--- config.mk ---
export PLATFORM = sky130hd
export DESIGN_NAME = pe_wrr_burst_arbiter
export DESIGN_NICKNAME = d
export VERILOG_FILES = /design/src/rtl/MD_pkg.sv /design/src/rtl/rr_priority_picker.sv /design/src/rtl/pe_wrr_burst_arbiter.sv
export SDC_FILE = /design/constraint.sdc
export NUM_CORES = 1
export LEC_CHECK = 0
export CORE_ASPECT_RATIO = 0.6
export CORE_MARGIN = 5
export CORE_UTILIZATION = 48
export DETAILED_ROUTE_END_ITERATION = 10
export PLACE_DENSITY = 0.77
export SETUP_SLACK_MARGIN = 0.15
export SYNTH_ARGS = -nofsm -noshare
export SYNTH_HDL_FRONTEND = slang
export SYNTH_HIERARCHICAL = 1
export SYNTH_SLANG_ARGS = --single-unit
--- constraint.sdc ---
create_clock -name clk -period 12 [get_ports clk]
set_clock_uncertainty 0.05 [all_clocks]
set_input_delay 1.8 -clock clk [delete_from_list [all_inputs] [get_ports clk]]
set_output_delay 1.8 -clock clk [all_outputs]
set_load 0.03 [all_outputs]
--- src/rtl/MD_pkg.sv ---
// -----------------------------------------------------------------------------
// MD_pkg
//   Shared cell-level constants and the arbiter state type.
//   NUM_PES_PER_CELL : number of PEs sharing one cell port
//   PE_IDX_WIDTH     : width of a PE index
//   arb_state_t      : burst arbiter FSM state (idle / grant held)
// -----------------------------------------------------------------------------
package MD_pkg;

  localparam int NUM_PES_PER_CELL = 8;
  localparam int PE_IDX_WIDTH     = $clog2(NUM_PES_PER_CELL);

  typedef enum logic {
    ARB_IDLE  = 1'b0,
    ARB_GRANT = 1'b1
  } arb_state_t;

endpackage

--- src/rtl/rr_priority_picker.sv ---
// -----------------------------------------------------------------------------
// rr_priority_picker
//   Combinational rotating-priority picker: returns the first set request
//   found searching upward from i_start, wrapping modulo NUM_REQ.
//   i_request : request vector
//   i_start   : index searched first
//   o_onehot  : one-hot winner (zero when nothing requests)
//   o_idx     : winner index (zero when nothing requests)
//   o_valid   : at least one request set
// -----------------------------------------------------------------------------
module rr_priority_picker #(
  parameter int NUM_REQ   = 8,
  parameter int IDX_WIDTH = $clog2(NUM_REQ)
) (
  input  logic [NUM_REQ-1:0]   i_request,
  input  logic [IDX_WIDTH-1:0] i_start,
  output logic [NUM_REQ-1:0]   o_onehot,
  output logic [IDX_WIDTH-1:0] o_idx,
  output logic                 o_valid
);

  int                   w_cand_int;
  logic [IDX_WIDTH-1:0] w_cand;

  always_comb begin
    o_onehot   = '0;
    o_idx      = '0;
    o_valid    = 1'b0;
    w_cand_int = 0;
    w_cand     = '0;
    for (int k = 0; k < NUM_REQ; k++) begin
      // Candidate index (i_start + k) mod NUM_REQ without a divider.
      w_cand_int = int'(i_start) + k;
      if (w_cand_int >= NUM_REQ) w_cand_int = w_cand_int - NUM_REQ;
      w_cand = IDX_WIDTH'(w_cand_int);
      if (!o_valid && i_request[w_cand]) begin
        o_valid          = 1'b1;
        o_idx            = w_cand;
        o_onehot[w_cand] = 1'b1;
      end
    end
  end

endmodule

--- src/rtl/pe_wrr_burst_arbiter.sv ---
// -----------------------------------------------------------------------------
// pe_wrr_burst_arbiter
//   Weighted round-robin arbiter with burst locking between the PEs of a cell
//   and one shared downstream port. A winner keeps the grant for up to
//   weight[i] accepted beats, released early on i_last or a dropped request.
//   clk, rst       : clock, synchronous active-high reset
//   i_arbiter_en   : allows new grants (never preempts a running burst)
//   i_request      : per-requester request
//   i_last         : per-requester last-beat flag (only looked at on a transfer)
//   i_weight       : flat per-requester burst weights, requester i at [i*WW +: WW]
//   i_ready        : downstream accepts the granted beat
//   o_grant        : registered one-hot grant
//   o_grant_valid  : a grant is active
//   o_grant_idx    : index of the granted requester
// -----------------------------------------------------------------------------
module pe_wrr_burst_arbiter
  import MD_pkg::*;
#(
  parameter int NUM_REQ      = NUM_PES_PER_CELL,
  parameter int IDX_WIDTH    = $clog2(NUM_REQ),
  parameter int WEIGHT_WIDTH = 4
) (
  input  logic                            clk,
  input  logic                            rst,
  input  logic                            i_arbiter_en,
  input  logic [NUM_REQ-1:0]              i_request,
  input  logic [NUM_REQ-1:0]              i_last,
  input  logic [NUM_REQ*WEIGHT_WIDTH-1:0] i_weight,
  input  logic                            i_ready,
  output logic [NUM_REQ-1:0]              o_grant,
  output logic                            o_grant_valid,
  output logic [IDX_WIDTH-1:0]            o_grant_idx
);

  // Zero weight would never release on credit, so it behaves as one beat.
  function automatic logic [WEIGHT_WIDTH-1:0] eff_weight(input logic [WEIGHT_WIDTH-1:0] w);
    return (w == '0) ? WEIGHT_WIDTH'(1) : w;
  endfunction

  function automatic logic [IDX_WIDTH-1:0] next_idx(input logic [IDX_WIDTH-1:0] i);
    return (i == IDX_WIDTH'(NUM_REQ - 1)) ? '0 : i + 1'b1;
  endfunction

  arb_state_t                r_state, w_state_nxt;
  logic [IDX_WIDTH-1:0]      r_ptr, w_ptr_nxt;
  logic [WEIGHT_WIDTH-1:0]   r_credit, w_credit_nxt;
  logic [NUM_REQ-1:0]        r_grant, w_grant_nxt;
  logic [IDX_WIDTH-1:0]      r_grant_idx, w_grant_idx_nxt;

  logic                      w_granted;
  logic                      w_req_g;
  logic                      w_xfer;
  logic                      w_release;
  logic                      w_new_grant;
  logic [IDX_WIDTH-1:0]      w_pick_start;
  logic [NUM_REQ-1:0]        w_pick_onehot;
  logic [IDX_WIDTH-1:0]      w_pick_idx;
  logic                      w_pick_valid;
  logic [WEIGHT_WIDTH-1:0]   w_pick_weight;

  assign w_granted = (r_state == ARB_GRANT);
  assign w_req_g   = i_request[r_grant_idx];
  assign w_xfer    = w_granted && w_req_g && i_ready;
  // Credit==1 and i_last on the same beat collapse into one release.
  assign w_release = w_granted &&
                     (!w_req_g || (w_xfer && ((r_credit == WEIGHT_WIDTH'(1)) || i_last[r_grant_idx])));

  // On release the search starts just past the current owner, so the owner
  // only wins again when it is the sole requester.
  assign w_pick_start = w_granted ? next_idx(r_grant_idx) : r_ptr;

  rr_priority_picker #(
    .NUM_REQ   (NUM_REQ),
    .IDX_WIDTH (IDX_WIDTH)
  ) u_picker (
    .i_request (i_request),
    .i_start   (w_pick_start),
    .o_onehot  (w_pick_onehot),
    .o_idx     (w_pick_idx),
    .o_valid   (w_pick_valid)
  );

  assign w_pick_weight = i_weight[w_pick_idx*WEIGHT_WIDTH +: WEIGHT_WIDTH];
  assign w_new_grant   = i_arbiter_en && w_pick_valid && (!w_granted || w_release);

  // State register
  always_ff @(posedge clk) begin
    if (rst) begin
      r_state     <= ARB_IDLE;
      r_ptr       <= '0;
      r_credit    <= '0;
      r_grant     <= '0;
      r_grant_idx <= '0;
    end else begin
      r_state     <= w_state_nxt;
      r_ptr       <= w_ptr_nxt;
      r_credit    <= w_credit_nxt;
      r_grant     <= w_grant_nxt;
      r_grant_idx <= w_grant_idx_nxt;
    end
  end

  // Next-state logic
  always_comb begin
    w_state_nxt = r_state;
    case (r_state)
      ARB_IDLE:  if (w_new_grant) w_state_nxt = ARB_GRANT;
      ARB_GRANT: if (w_release)   w_state_nxt = w_new_grant ? ARB_GRANT : ARB_IDLE;
      default:   w_state_nxt = ARB_IDLE;
    endcase
  end

  // Grant, credit and pointer updates
  always_comb begin
    w_ptr_nxt       = r_ptr;
    w_credit_nxt    = r_credit;
    w_grant_nxt     = r_grant;
    w_grant_idx_nxt = r_grant_idx;
    if (w_release) w_ptr_nxt = next_idx(r_grant_idx);
    if (w_new_grant) begin
      w_grant_nxt     = w_pick_onehot;
      w_grant_idx_nxt = w_pick_idx;
      w_credit_nxt    = eff_weight(w_pick_weight);
    end else if (w_release) begin
      w_grant_nxt     = '0;
      w_grant_idx_nxt = '0;
      w_credit_nxt    = '0;
    end else if (w_xfer) begin
      // Not releasing here means credit > 1, so this cannot underflow.
      w_credit_nxt = r_credit - 1'b1;
    end
  end

  assign o_grant       = r_grant;
  assign o_grant_valid = |r_grant;
  assign o_grant_idx   = r_grant_idx;

endmodule

==> results_dict.tcl, run 1 <==
set metrics [dict create \
    outcome "complete, no violations" \
    path_cells "ha_1 -> ha_1 -> nor2_1 -> mux2_2 -> inv_2 -> ha_1 -> mux2_2 -> mux2_2 -> o221ai_1 -> nand4_2 -> nor2b_1 -> a2111oi_0 -> o22ai_1 -> mux4_2 -> mux2i_1 -> o41ai_1 -> o221ai_1 -> a31oi_1" \
    firstDrtPassIters 5 \
    cts_root_buf "clkbuf_8" \
    fp.coreArea_sq_um 5649 \
    hpwl_mm 6.760 \
    syn_avg_cell_area_sq_um 9.343 \
    nets 414 \
    synthFlopType "dfxtp_1" \
    fin_hold_ws_ns 0.4196 \
    clockBufferDepth 2 \
    syn-cell-area_sq_um 2840 \
    ys_seq_area_share_pct 13.39 \
    multi_input_area_sq_um 2262 \
    syn_nets 366 \
    power_density_nw_per_um2 195.9 \
    htreeDepth 1 \
    worst_slew_pin_slew_ns 0.9072 \
    gp_congestion 0.9038 \
    rsz0062_at_grt "no" \
    wl_per_cell_microns 20.04 \
    antenna_found_initial 0 \
    worst-setup-path-type "register to register" \
    cp-start-kind "register" \
    relSlewSlack_pct 39.33 \
    die_area_sq_um 7606 \
    grt_overflow_total 0 \
    cpMaxStageDelayCell "o22ai_1" \
    fin_crit_sh_pct 51.54 \
    antenna_cells 0 \
    start_util_pct 50.28 \
    arrival_ns 6.28 \
    io_buffers 63 \
    cp_max_fo 23 \
    drv_cap 0 \
    avgViaCountPerCell 6.457 \
    cts_resized 0 \
    track_usage_pct 22.30 \
    critPathMaxStageDelay_ns 0.70 \
    min_path_type "register to register" \
    clk_pin_slew_ns 0.09 \
    die_h_microns 69.59 \
    setup_viol 0 \
    regArea_sq_um 380.4 \
    synth_edf_count 0 \
    area_delta_synth_final_pct 22.86 \
    period_needed_ns 6.185 \
    clock.fmax_mhz 161.7 \
    finalInstanceArea_sq_um 3490 \
    async_flop_share_pct 0 \
    die_w_microns 109.3 \
    dpl_cell_area_sq_um 3441 \
    grt_pass1_vias 2520 \
    io_pins 64 \
    setup_tns_ns 0 \
    cts_num_sinks 19 \
    hold_buffers 0 \
    yosysUniqueCellTypes 70 \
    synthesis.instances 304 \
    fillers 492 \
    vias 2783 \
    grt_max_degree 24 \
    crit_required_ns 12.10 \
    numCtsBuffers 3 \
    ant_nets 0 \
    drtIter0Drc 268 \
    drive_above_1_share_pct 21.65 \
    cp-end-kind "register" \
    placementRows 21 \
    clock_latency_ns 0.27 \
    route.detailed.drc 0 \
    cts_tree "built" \
    grt_pass1_wl_mm 13.74 \
    p_leak_uw 0.001179 \
    hold_violations 0 \
    synth_warnings 6 \
    ir_drop_mv 0.1105 \
    slew_viol_final 0 \
    synth-seq-cells 19 \
    power_uw 683.6 \
    drt_wl_total_mm 8.639 \
    cts_setup_buffers 0 \
]
cells in the mapped netlist, drive strengths merged, types with 6 or more instances:
library cell / count / area (sq um)
a21oi: 22 / 147.6
mux2i: 22 / 232.7
nand3: 22 / 115.1
dfxtp: 19 / 380.4
mux2: 19 / 225.2
nand2: 18 / 77.58
buf: 15 / 120.1
mux4: 15 / 349.1
nor2: 15 / 56.30
inv: 12 / 45.05
o211ai: 12 / 140.1
o21ai: 12 / 60.06
ha: 10 / 125.1
clkbuf: 8 / 32.53
nor3: 8 / 45.04
a31oi: 6 / 37.54
final cells by class:
| cell class | instances | area share, % |
|---|---|---|
| Clock buffer | 3 | 1.183 |
| Multi-Input combinational cell | 250 | 64.83 |
| Inverter | 12 | 1.291 |
| Tap cell | 80 | 2.868 |
| Sequential cell | 19 | 10.90 |
| Clock inverter | 1 | 0.2151 |
| Timing Repair Buffer | 66 | 18.72 |
layer usage:
| metal | routed length, microns | global-route usage, % | vias to the layer above |
|---|---|---|---|
| li1 | - | - | 1297 |
| met1 | 4185 | 36.35 | 1320 |
| met2 | 3476 | 30.20 | 156 |
| met3 | 943 | 5.116 | 10 |
| met4 | 34 | 1.798 | 0 |
| met5 | 0 | 0 | - |
metrics by stage:
stage | instances | setup slack (ns) | utilization [%]
after floorplan | 304 | 6.877 | -
after global placement | 427 | 6.009 | 60.91
after detailed placement | 427 | 5.952 | 60.91
after CTS | 431 | 5.934 | 61.77
after global routing | 431 | 5.428 | 61.77
final | 431 | 5.815 | 61.77
worst max-delay path, delay by kind of cell, from the launching register on:
kind,cells,cell delay (ns)
mux,5,1.84
compound gates,6,1.68
fa+ha+maj,3,1.12
simple gates,3,0.72
flops,1,0.43
buf+inv,1,0.23
layout by cell type, fill, tap and decap left out, drive strengths merged, types with 3 or more instances in the layout:
master and n:
a21oi 22, inv 12, dfxtp 19, a222oi 4, nand2 18, clkbuf 3
a211oi 3, mux4 15, o2111ai 4, buf 3, a21boi 4, o31ai 4
xor2 3, nor2b 4, nand2b 4, clkdlybuf4s50 63, mux2 19, nor2 15
ha 10, nand3 22, o221ai 3, o21ai 12, a31oi 6, o21a 3
o211ai 12, mux2i 22, and2 3, nor4 3, and3 3, nor3 8
power breakdown:
group          internal [uW]  leakage [uW]  switching [uW]
combinational            236       0.00100             305
sequential              76.4      0.000155            17.5
clock                   23.5     0.0000217            25.0
total                    336       0.00118             347
registers in the layout, summed over array words and instances, names as in the netlist:
register     count
o_grant          8
r_credit         4
o_grant_idx      3
r_ptr            3
r_state          1
worst paths after layout:
kind	startpoint	end	slack, ns	cells after the start
worst min-delay path	r_ptr[2]	r_ptr[2]	0.42	2
worst max-delay path	o_grant_idx[0]	r_credit[0]	5.81	18
worst min register to register	r_ptr[2]	r_ptr[2]	0.42	2
worst max register to register	o_grant_idx[0]	r_credit[0]	5.81	18
cells by family (layout without fill, tap and decap cells):
logic type | Yosys count | after routing | share of synthesized area (%)
AOI/OAI and AO/OA | 91 | 91 | 27.49
and+or+nand+nor | 88 | 88 | 17.27
muxes | 56 | 56 | 28.41
buffers and inverters | 35 | 82 | 6.961
DFF | 19 | 19 | 13.39
adders and majority gates | 10 | 10 | 4.405
xor gates and xnor gates | 5 | 5 | 2.071
No activity file was read; power rests on OpenSTA's default activity.
==> run 2, diff against run 1 <==
- clock period: 12 -> 6.2 ns (I/O delays scaled with it)
==> run 2 against run 1 <==
Compared with the run above:
- utilization up 0.33 points
- critical path depth unchanged
- sequential share of layout area down 0.058 points
- count of clock-buffer cells in the layout up 1
- maximum frequency up 8.6%
- combinational power up 96%
==> results_dict.tcl, run 2 (synthesized netlist as in run 1, its figures left out) <==
set metrics [dict create \
    ant_nets 0 \
    area_delta_synth_final_pct 23.52 \
    clk_pin_slew_ns 0.07 \
    cts_tree "built" \
    io_buffers 63 \
    rsz0062_at_grt "no" \
    numCtsBuffers 3 \
    hpwl_mm 6.742 \
    nets 415 \
    route.detailed.drc 0 \
    grt_max_degree 23 \
    antenna_found_initial 0 \
    start_util_pct 50.28 \
    power_density_nw_per_um2 378.8 \
    die_h_microns 69.59 \
    setup_tns_ns 0 \
    regArea_sq_um 380.4 \
    dpl.cell_count 428 \
    firstDrtPassIters 6 \
    track_usage_pct 23.01 \
    slew_viol_final 0 \
    cts_root_buf "clkbuf_8" \
    worst-setup-path-type "register to register" \
    drtIter0Drc 227 \
    cp_max_fo 22 \
    hold_buffers 0 \
    clock_latency_ns 0.26 \
    die_w_microns 109.3 \
    cp-start-kind "register" \
    cp-end-kind "register" \
    multi_input_area_sq_um 2277 \
    setup_viol 0 \
    clockBufferDepth 2 \
    wl_per_cell_microns 20.11 \
    outcome "complete, no violations" \
    drv_cap 0 \
    layoutNonFillerInstCount 432 \
    clock.fmax_mhz 175.5 \
    layout_common_cells "clkdlybuf4s50_1 (63), mux2i_1 (21), nand3_1 (21)" \
    fillers 503 \
    cts_num_sinks 19 \
    min_path_type "register to register" \
    worst_slew_pin_slew_ns 0.9005 \
    fp.coreArea_sq_um 5649 \
    ir_drop_mv 0.1757 \
    p_leak_uw 0.001188 \
    htreeDepth 1 \
    grt_overflow_total 0 \
    fin_crit_sh_pct 91.89 \
    antenna_cells 0 \
    drive_above_1_share_pct 22.44 \
    drt_wl_total_mm 8.689 \
    avgViaCountPerCell 6.461 \
    grt_pass1_wl_mm 14.33 \
    grt_pass1_vias 2721 \
    period_needed_ns 5.697 \
    die_area_sq_um 7606 \
    gp_congestion 0.9353 \
    largest_reg_flops 8 \
    crit_required_ns 6.34 \
    placementRows 21 \
    hold_violations 0 \
    io_pins 64 \
    final_common_cell "clkdlybuf4s50_1" \
    arrival_ns 5.84 \
    relSlewSlack_pct 39.78 \
    vias 2791 \
]
-- run 2: cell count changes in the layout (fill, tap and decap cells not counted), sizes merged --
cell,delta
buf,+1
clkbuf,+1
clkinvlp,-1
-- run 2: repair_timing --
item	CTS	global route
resized for setup	0	3
setup buffers	0	0
setup endpoints to repair	0	2
-- run 2: routing by layer --
| metal | up-vias | part of all wire (%) | GRT usage [%] |
|---|---|---|---|
| li1 | 1297 | - | - |
| met5 | - | 0 | 0 |
| met2 | 133 | 43 | 33.67 |
| met4 | 0 | 0.48 | 2.766 |
| met3 | 8 | 9.3 | 5.860 |
| met1 | 1353 | 47 | 34.69 |
-- run 2: critical path: stages (launching register included) --
cell,delay (ns)
dfxtp_1,0.56
ha_1,0.22
ha_1,0.13
nor2_1,0.05
mux2_2,0.30
buf_4,0.23
ha_1,0.34
xnor2_1,0.48
mux2_2,0.41
o221ai_2,0.33
nand4_2,0.21
nor2b_1,0.37
a2111oi_0,0.12
a21oi_1,0.16
buf_4,0.25
mux4_2,0.55
o41ai_1,0.47
o221ai_1,0.20
a31oi_1,0.18
-- run 2: per-stage QoR --
| step | util (%) | setup WS (ns) | hold WS (ns) | power, uW | area, sq um |
|---|---|---|---|---|---|
| after global routing | 62.10 | 0.1536 | 0.4406 | 1420 | 3508 |
| after detailed placement | 61.04 | 0.4446 | 0.4145 | 1206 | 3448 |
| after floorplan | - | 1.077 | 0.3913 | 982.4 | 2840 |
| after CTS | 61.84 | 0.4116 | 0.4245 | 1301 | 3493 |
| after global placement | 61.04 | 0.6291 | 0.4023 | 1187 | 3448 |
| final | 62.10 | 0.5031 | 0.4260 | 1329 | 3508 |
-- run 2: final cells by class --
class,count,share of cell area (%)
inverter,12,1.284
multi-input combinational,250,64.91
clock buffer,4,1.284
timing repair buffer,67,18.83
sequential,19,10.84
tap,80,2.853
-- run 2: final timing paths --
check	startpoint	endpoint	slack (ns)	cells after the start
worst max-delay path	o_grant_idx[1]	r_credit[0]	0.50	18
worst min-delay path	r_ptr[2]	r_ptr[2]	0.43	2
worst max register to register	o_grant_idx[1]	r_credit[0]	0.50	18
worst min register to register	r_ptr[2]	r_ptr[2]	0.43	2
-- run 2: report_power, final --
part           switching, uW  internal, uW  total [uW]
clock network           42.1          45.7        87.8
registers               33.2           148         181
logic                    597           464        1060
total                    672           657        1330
